[config.mk]
export PLATFORM = sky130hd
export DESIGN_NAME = sample_pair_buf
export DESIGN_NICKNAME = d
export VERILOG_FILES = /design/src/rtl/dmix_pkg.sv /design/src/rtl/sample_pair_buf_sat_counter.sv /design/src/rtl/sample_pair_buf.sv
export SDC_FILE = /design/constraint.sdc
export NUM_CORES = 1
export LEC_CHECK = 0
export BUFFER_PORTS_ARGS = -buffer_cell sky130_fd_sc_hd__buf_4
export CAP_MARGIN = 15
export CORE_ASPECT_RATIO = 1.5
export CORE_UTILIZATION = 45
export CTS_CLUSTER_DIAMETER = 150
export DETAILED_ROUTE_END_ITERATION = 8
export GPL_ROUTABILITY_DRIVEN = 0
export GPL_TIMING_DRIVEN = 0
export PLACE_DENSITY = 0.68
export SLEW_MARGIN = 20
export SYNTH_ARGS = -nofsm -noshare
export SYNTH_HDL_FRONTEND = slang
export SYNTH_SLANG_ARGS = --single-unit
[constraint.sdc]
create_clock -name clk245760 -period 3.5 [get_ports clk245760]
set_input_delay 0.175 -clock clk245760 [delete_from_list [all_inputs] [get_ports clk245760]]
set_output_delay 0.175 -clock clk245760 [all_outputs]
set_load 0.01 [all_outputs]
[src/rtl/dmix_pkg.sv]
// Shared types and constants for the playback sample path.
// Pairing states, the lrck polarity that marks a left word, and the default sample width.
package dmix_pkg;

    typedef enum logic [1:0] {
        WAIT_L = 2'd0,
        WAIT_R = 2'd1,
        FULL   = 2'd2
    } state_t;

    localparam logic LRCK_LEFT            = 1'b1;
    localparam int   DEFAULT_SAMPLE_WIDTH = 24;

    function automatic logic is_left(input logic lrck);
        return (lrck == LRCK_LEFT);
    endfunction

endpackage

[src/rtl/sample_pair_buf_sat_counter.sv]
// Saturating up-counter with synchronous clear; sticks at all-ones instead of wrapping.
module sat_counter #(
    parameter int CNT_WIDTH = 8
) (
    input  logic                 clk245760,
    input  logic                 clear,
    input  logic                 inc,
    output logic [CNT_WIDTH-1:0] value
);

    logic [CNT_WIDTH-1:0] cnt_r;
    logic                 at_max_s;

    // Saturation detect
    always_comb begin
        at_max_s = (cnt_r == {CNT_WIDTH{1'b1}});
    end

    // Counter register
    always_ff @(posedge clk245760) begin
        if (clear) begin
            cnt_r <= {CNT_WIDTH{1'b0}};
        end else if (inc && !at_max_s) begin
            cnt_r <= cnt_r + {{(CNT_WIDTH-1){1'b0}}, 1'b1};
        end else begin
            cnt_r <= cnt_r;
        end
    end

    assign value = cnt_r;

endmodule

[src/rtl/sample_pair_buf.sv]
// Pairs {sample, lrck} words from a FWFT FIFO into left/right frames and hands
// one frame per request to the DAC serializer, muting or holding on underrun.
module sample_pair_buf
    import dmix_pkg::*;
#(
    parameter int DATA_WIDTH    = DEFAULT_SAMPLE_WIDTH,
    parameter int UNDERRUN_MUTE = 1,
    parameter int CNT_WIDTH     = 8
) (
    input  logic                  clk245760,
    input  logic                  rst,
    input  logic                  locked_i,
    input  logic [DATA_WIDTH:0]   fifo_data_i,
    input  logic                  fifo_empty_i,
    output logic                  fifo_pop_o,
    input  logic                  dac_pop_i,
    output logic                  dac_ack_o,
    output logic [DATA_WIDTH-1:0] dac_left_o,
    output logic [DATA_WIDTH-1:0] dac_right_o,
    output logic [CNT_WIDTH-1:0]  underrun_cnt_o,
    output logic [CNT_WIDTH-1:0]  slip_cnt_o
);

    localparam logic MUTE = (UNDERRUN_MUTE != 0);

    state_t                state_r;
    logic [DATA_WIDTH-1:0] pend_l_r;
    logic [DATA_WIDTH-1:0] pend_r_r;
    logic [DATA_WIDTH-1:0] left_r;
    logic [DATA_WIDTH-1:0] right_r;
    logic                  ack_r;

    logic [DATA_WIDTH-1:0] head_sample_s;
    logic                  head_left_s;
    logic                  pop_s;
    logic                  serve_s;
    logic                  slip_inc_s;
    logic                  underrun_inc_s;

    // Head decode, pop request, and counter increment strobes
    always_comb begin
        head_sample_s  = fifo_data_i[DATA_WIDTH:1];
        head_left_s    = is_left(fifo_data_i[0]);
        pop_s          = 1'b0;
        slip_inc_s     = 1'b0;
        serve_s        = dac_pop_i && locked_i && (state_r == FULL);
        underrun_inc_s = dac_pop_i && !serve_s && !rst;
        if (rst || fifo_empty_i) begin
            pop_s = 1'b0;
        end else if (!locked_i) begin
            // Drain mode: everything is thrown away without counting as a slip
            pop_s = 1'b1;
        end else begin
            pop_s = (state_r != FULL);
            case (state_r)
                WAIT_L:  slip_inc_s = !head_left_s;
                WAIT_R:  slip_inc_s = head_left_s;
                FULL:    slip_inc_s = 1'b0;
                default: slip_inc_s = 1'b0;
            endcase
        end
    end

    // Pairing FSM with registered frame outputs and ack pulse
    always_ff @(posedge clk245760) begin
        if (rst) begin
            state_r  <= WAIT_L;
            pend_l_r <= {DATA_WIDTH{1'b0}};
            pend_r_r <= {DATA_WIDTH{1'b0}};
            left_r   <= {DATA_WIDTH{1'b0}};
            right_r  <= {DATA_WIDTH{1'b0}};
            ack_r    <= 1'b0;
        end else begin
            ack_r <= dac_pop_i;

            if (serve_s) begin
                left_r  <= pend_l_r;
                right_r <= pend_r_r;
            end else if (dac_pop_i && MUTE) begin
                left_r  <= {DATA_WIDTH{1'b0}};
                right_r <= {DATA_WIDTH{1'b0}};
            end else begin
                left_r  <= left_r;
                right_r <= right_r;
            end

            if (!locked_i) begin
                state_r  <= WAIT_L;
                pend_l_r <= {DATA_WIDTH{1'b0}};
                pend_r_r <= {DATA_WIDTH{1'b0}};
            end else if (serve_s) begin
                state_r <= WAIT_L;
            end else if (pop_s) begin
                case (state_r)
                    WAIT_L: begin
                        if (head_left_s) begin
                            pend_l_r <= head_sample_s;
                            state_r  <= WAIT_R;
                        end else begin
                            state_r  <= WAIT_L;
                        end
                    end
                    WAIT_R: begin
                        // A second left replaces the first; a right completes the pair
                        if (head_left_s) begin
                            pend_l_r <= head_sample_s;
                            state_r  <= WAIT_R;
                        end else begin
                            pend_r_r <= head_sample_s;
                            state_r  <= FULL;
                        end
                    end
                    FULL:    state_r <= FULL;
                    default: state_r <= WAIT_L;
                endcase
            end else begin
                state_r <= state_r;
            end
        end
    end

    sat_counter #(.CNT_WIDTH(CNT_WIDTH)) u_underrun_cnt (
        .clk245760 (clk245760),
        .clear     (rst),
        .inc       (underrun_inc_s),
        .value     (underrun_cnt_o)
    );

    sat_counter #(.CNT_WIDTH(CNT_WIDTH)) u_slip_cnt (
        .clk245760 (clk245760),
        .clear     (rst),
        .inc       (slip_inc_s),
        .value     (slip_cnt_o)
    );

    assign fifo_pop_o  = pop_s;
    assign dac_ack_o   = ack_r;
    assign dac_left_o  = left_r;
    assign dac_right_o = right_r;

endmodule

; Yosys cells after proc, flatten, opt, wreduce, memory -nomap -nowiden
; Cells that the tools add are included.
[totals]
latch_bits = 0
ramBits = 0
reg_bits = 115
elab_cells = 48
rom_bits = 0
inputBits = 30
n_memories = 0
output_inout_bits = 66
[classes]
reduce_logical = 19
div_mod_pow = 0
n_shift = 0
n_bitwise = 3
eq_ne = 5
n_mux = 11
order_cmp = 0
add_sub_neg = 2
multipliers = 0
[op_table]
columns = cell, n
row1 = $mux W24, 3
row2 = $add A8 B1 Y8 const B, 2
row3 = $eq A8 B8 Y1 const B, 2
row4 = $reduce_and A4 Y1, 2
row5 = $logic_and A1 B1 Y1, 6
row6 = $pmux W2 S3, 1
row7 = $logic_not A1 Y1, 5
row8 = $mux W1, 5
row9 = $reduce_or A2 Y1, 2
row10 = $not A1 Y1, 3
row11 = $reduce_or A3 Y1, 1
row12 = $eq A2 B1 Y1 const B, 1
row13 = $eq A2 B2 Y1 const B, 1
row14 = $logic_not A2 Y1, 1
row15 = $mux W2, 1
row16 = $ne A2 B2 Y1 const B, 1
row17 = $pmux W1 S2, 1
row18 = $reduce_bool A2 Y1, 1
row19 = $logic_or A1 B1 Y1, 1

; Longest topological paths before layout
[logic_depth]
depth_word = 6
ltp_mapped = 6
ltp_nobuf = 5

; Cells and area by module
; From an unflattened synthesis, not the netlist that was laid out.
[hier_totals]
hier_cells = 433
area_unflattened_um2 = 4297.9
[by_module_without_submodules]
columns = mod, n_inst, area_per_inst_um2, seq_area_each_um2, cells_each
row1 = sample_pair_buf, 1, 3404.5, 1981.9, 345
row2 = sat_counter, 2, 446.7, 160.2, 44

; Worst setup path before layout
; Ideal clock, no wire load.
[synth_path]
kind = register -> register
startpoint = register u_slip_cnt.cnt_r[0] (netlist: u_slip_cnt.value[0])
endpoint = register u_slip_cnt.cnt_r[4] (netlist: u_slip_cnt.value[4])
slack_ns = 1.776
arrival_time_ns = 1.653
required_ns = 3.430
period_less_slack_ns = 1.724
setup_time_ns = 0.070
stages_incl_launch_ff = 7
path_buffers = 1
path_cell_list = dfxtp_1 -> ha_1 -> and2_1 -> and4_1 -> clkbuf_1 -> or4_1 -> a21oi_1
[synth_via]
elab_chain_cells = 3
elab_cells_between_ends = 4
classes_between = add/sub: 1 / eq/ne: 1 / reduce/logical: 2
[synth_rtl]
columns = element, line
row1 = "start, declared", sample_pair_buf_sat_counter.sv:11  ; logic [CNT_WIDTH-1:0] cnt_r;
row2 = "start signal, assigned", sample_pair_buf_sat_counter.sv:22  ; cnt_r <= {CNT_WIDTH{1'b0}};
row3 = "start signal, assigned", sample_pair_buf_sat_counter.sv:24  ; cnt_r <= cnt_r + {{(CNT_WIDTH-1){1'b0}}, 1'b1};
row4 = "start signal, assigned", sample_pair_buf_sat_counter.sv:26  ; cnt_r <= cnt_r;
row5 = branches (longest 3 deep; another with $add A8 B1 Y8), --
; Several ways; the timed one is not identified.
; A chain may end at the register's enable or synchronous reset.

; Final worst setup path
; Same ends and word-level chain as after synthesis.

==> metrics.cfg <==
[detailed_routing]
ant_nets=0
drc_errors=0
drt_iter0_markers=167
totalWireLength_mm=10.8
vias=3805
vias_per_cell=5.18
wire_per_inst_um=14.7
dr.pass1.iters=4

[grt]
grt_first_pass_wirelength_mm=17.4
grt_usage_pct=21.8
antenna_found_initial=0
grt_max_degree=17
grt_pass1_vias=3628
grt_overflow=0

[layout]
seqCellArea_um2=2300
layout-drive-gt1-share_pct=24.6
area_delta_synth_final_pct=31.4
multi_input_area_um2=1950
antenna_cells=0
utilization_pct=61.6
filler_cell_count=841
finalNetCount=643

[setup_path]
cp.depth=6
cp.arrival_ns=2.20
critPathMaxFanout=9
cp_slowest_stage_delay_ns=0.49
crit_required_ns=3.83
rr_worst_depth=6
path_cells=ha_1, and2_1, and4_1, clkbuf_1, or4_1, a21oi_1
cp_num_buf_inv=1
cp-end-kind=register
critPathSlowestCell=or4_1
crit_type=register to register
cp_top_family=simple AND/OR/NAND/NOR gates
start_kind=register

[synth]
netlist_instances=497
async_flop_share_pct=0
synthesis.area_um2=4420
synth_flop_cell=dfxtp_1
yosys_warnings=0
synth_cell_types=42
syn-num-nets=529
ys_seq_elements=115
yosysSeqAreaShare_pct=52.1
synth_edf_count=0
avgSynthCellArea_um2=8.88

[clock_network]
cts_resized=0
clkSinkCount=115
clk_pin_slew_ns=0.05
cts_buffers=17
cts_hold_repair.buffers=0
h-tree-depth=4
cts-root-buf=clkbuf_16
cts_setup_buffers=0
cts_buffer_depth=2
cts_tree=built
insertion_delay_ns=0.40

[timing]
finalHoldViolCount=0
slew_headroom_pct=56.9
finalCriticalPeriod_ns=1.88
setup_viol=0
worst_pin_slew_ns=0.647
rsz0062_at_grt=no
finClkSkew_ns=0.00824
finalMaxSlewViolations=0
setup-tns-final_ns=0
period_share_pct=53.6
fmax_mhz=533

[flow_run]
max-cap-violations=0

[min_path]
hold_path_depth=2
hold_path.class=primary input to register

[power]
p_per_area_nw_per_um2=511
power.share.clock_pct=51.6
internal_power_w=0.00235
ir_drop_mv=0.372
comb_power_share_pct=3.8
switching_share_pct=21.0
seqPwrFrac_pct=44.6
p_leak_nw=2.27
power.switching_w=0.000622

[placement]
portBuffers=95
dp_hpwl_mm=7.81

[die]
rows=43
pin_count=96
die_width_um=82.9
start_util_pct=46.9
dieHeight_um=123
die_area_um2=10200
core_area_um2=9420

[run_status]
status=finished, final reports clean

## logic make-up after synthesis
family	after synthesis	synth area share (%)
AO/OA/AOI/OAI	99	12.3
flip-flops	115	52.1
XOR/XNOR	3	0.595
AND/OR/NAND/NOR	215	24.7
adder cells (fa/ha/maj)	2	0.567
multiplexers	26	5.89
buffers and inverters	37	3.77
## power by group through the flow
stage          combinational [W]  clock (W)  sequential (W)
2_1_floorplan          0.0000511          0         0.00135
3_3_place_gp            0.000111          0         0.00135
3_5_place_dp            0.000113          0         0.00135
4_1_cts                 0.000113    0.00156         0.00132
5_1_grt                 0.000123    0.00162         0.00132
6_report                0.000112    0.00153         0.00132
## synth_stat cells, drive strengths merged (2+ instances only)
master  number  share of area, %
dfxtp      115                52
a21oi       79               9.0
nor2        78               7.7
nand2       56               4.8
nor2b       49               6.9
mux2i       26               5.9
clkbuf      25               2.1
buf          7               1.2
nor3         7               1.3
inv          5              0.43
nand3        5              0.68
and3         4              0.57
o21ai        4              0.45
and2         3              0.43
nand3b       3              0.51
a211oi       2              0.34
a311oi       2              0.40
a31oi        2              0.28
ha           2              0.57
nand4        2              0.28
o211ai       2              0.34
o311ai       2              0.40
o31ai        2              0.34
or3          2              0.28
xor2         2              0.40
## final timing paths
check                      startpoint             endpoint  slack [ns]
setup / recovery  u_slip_cnt.value[0]  u_slip_cnt.value[4]        1.62
hold / removal                    rst            dac_ack_o        0.02
setup reg to reg  u_slip_cnt.value[0]  u_slip_cnt.value[4]        1.62
hold reg to reg          pend_l_r[22]         pend_l_r[22]        0.45
## cells in the final DEF, fill, tap and decap left out, drive strengths merged
cell      n
or3b      1
and2      3
nor2     78
xor2      2
or4       1
a311oi    2
xnor2     1
a211oi    2
o211ai    2
nor3      7
and3b     1
buf     102
o211a     1
mux2i    26
nand3     5
nand4b    1
ha        2
a41oi     1
or3       2
clkinv    5
nand2    56
o31ai     2
o311ai    2
a221oi    1
o41ai     1
and3      4
and4      1
nand4     2
clkbuf   51
and4b     1
a21oi    79
nor2b    49
o21ai     4
dfxtp   115
inv       5
nand3b    3
a31oi     2
## state kept, by name (all words and copies together), names as in the netlist
name / cells
dac_right_o: 24
dac_ack_o: 1
dac_left_o: 24
pend_r_r: 24
u_underrun_cnt.value: 8
u_slip_cnt.value: 8
state_r: 2
pend_l_r: 24
## per-stage QoR
step	instances	total power, W	cell area [µm²]	worst slack (ns)	hold WS [ns]
floorplan	497	0.00140	4420	1.78	0.277
global placement	704	0.00146	5270	1.61	0.427
detailed placement	704	0.00146	5270	1.57	0.433
CTS	735	0.00300	5800	1.63	0.00988
global route	735	0.00307	5800	1.49	0.0167
finish	735	0.00297	5800	1.62	0.0226
## final cells by class
| cell class | instances | share of cell area [%] |
|---|---|---|
| Buffer | 32 | 2.54 |
| Clock buffer | 26 | 8.78 |
| Clock inverter | 5 | 0.431 |
| Inverter | 5 | 0.323 |
| Multi-Input combinational cell | 345 | 33.5 |
| Sequential cell | 115 | 39.7 |
| Tap cell | 112 | 2.41 |
| Timing Repair Buffer | 95 | 12.3 |
## metal layers
layer / up-vias / global-route usage, % / share of wire [%]
met5: - / 0 / 0
met4: 0 / 8.19 / 1.4
met3: 15 / 6.48 / 5.0
met2: 111 / 39.4 / 52
met1: 1783 / 24.1 / 41
li1: 1896 / - / -
Power figures use the tool's default switching activity.
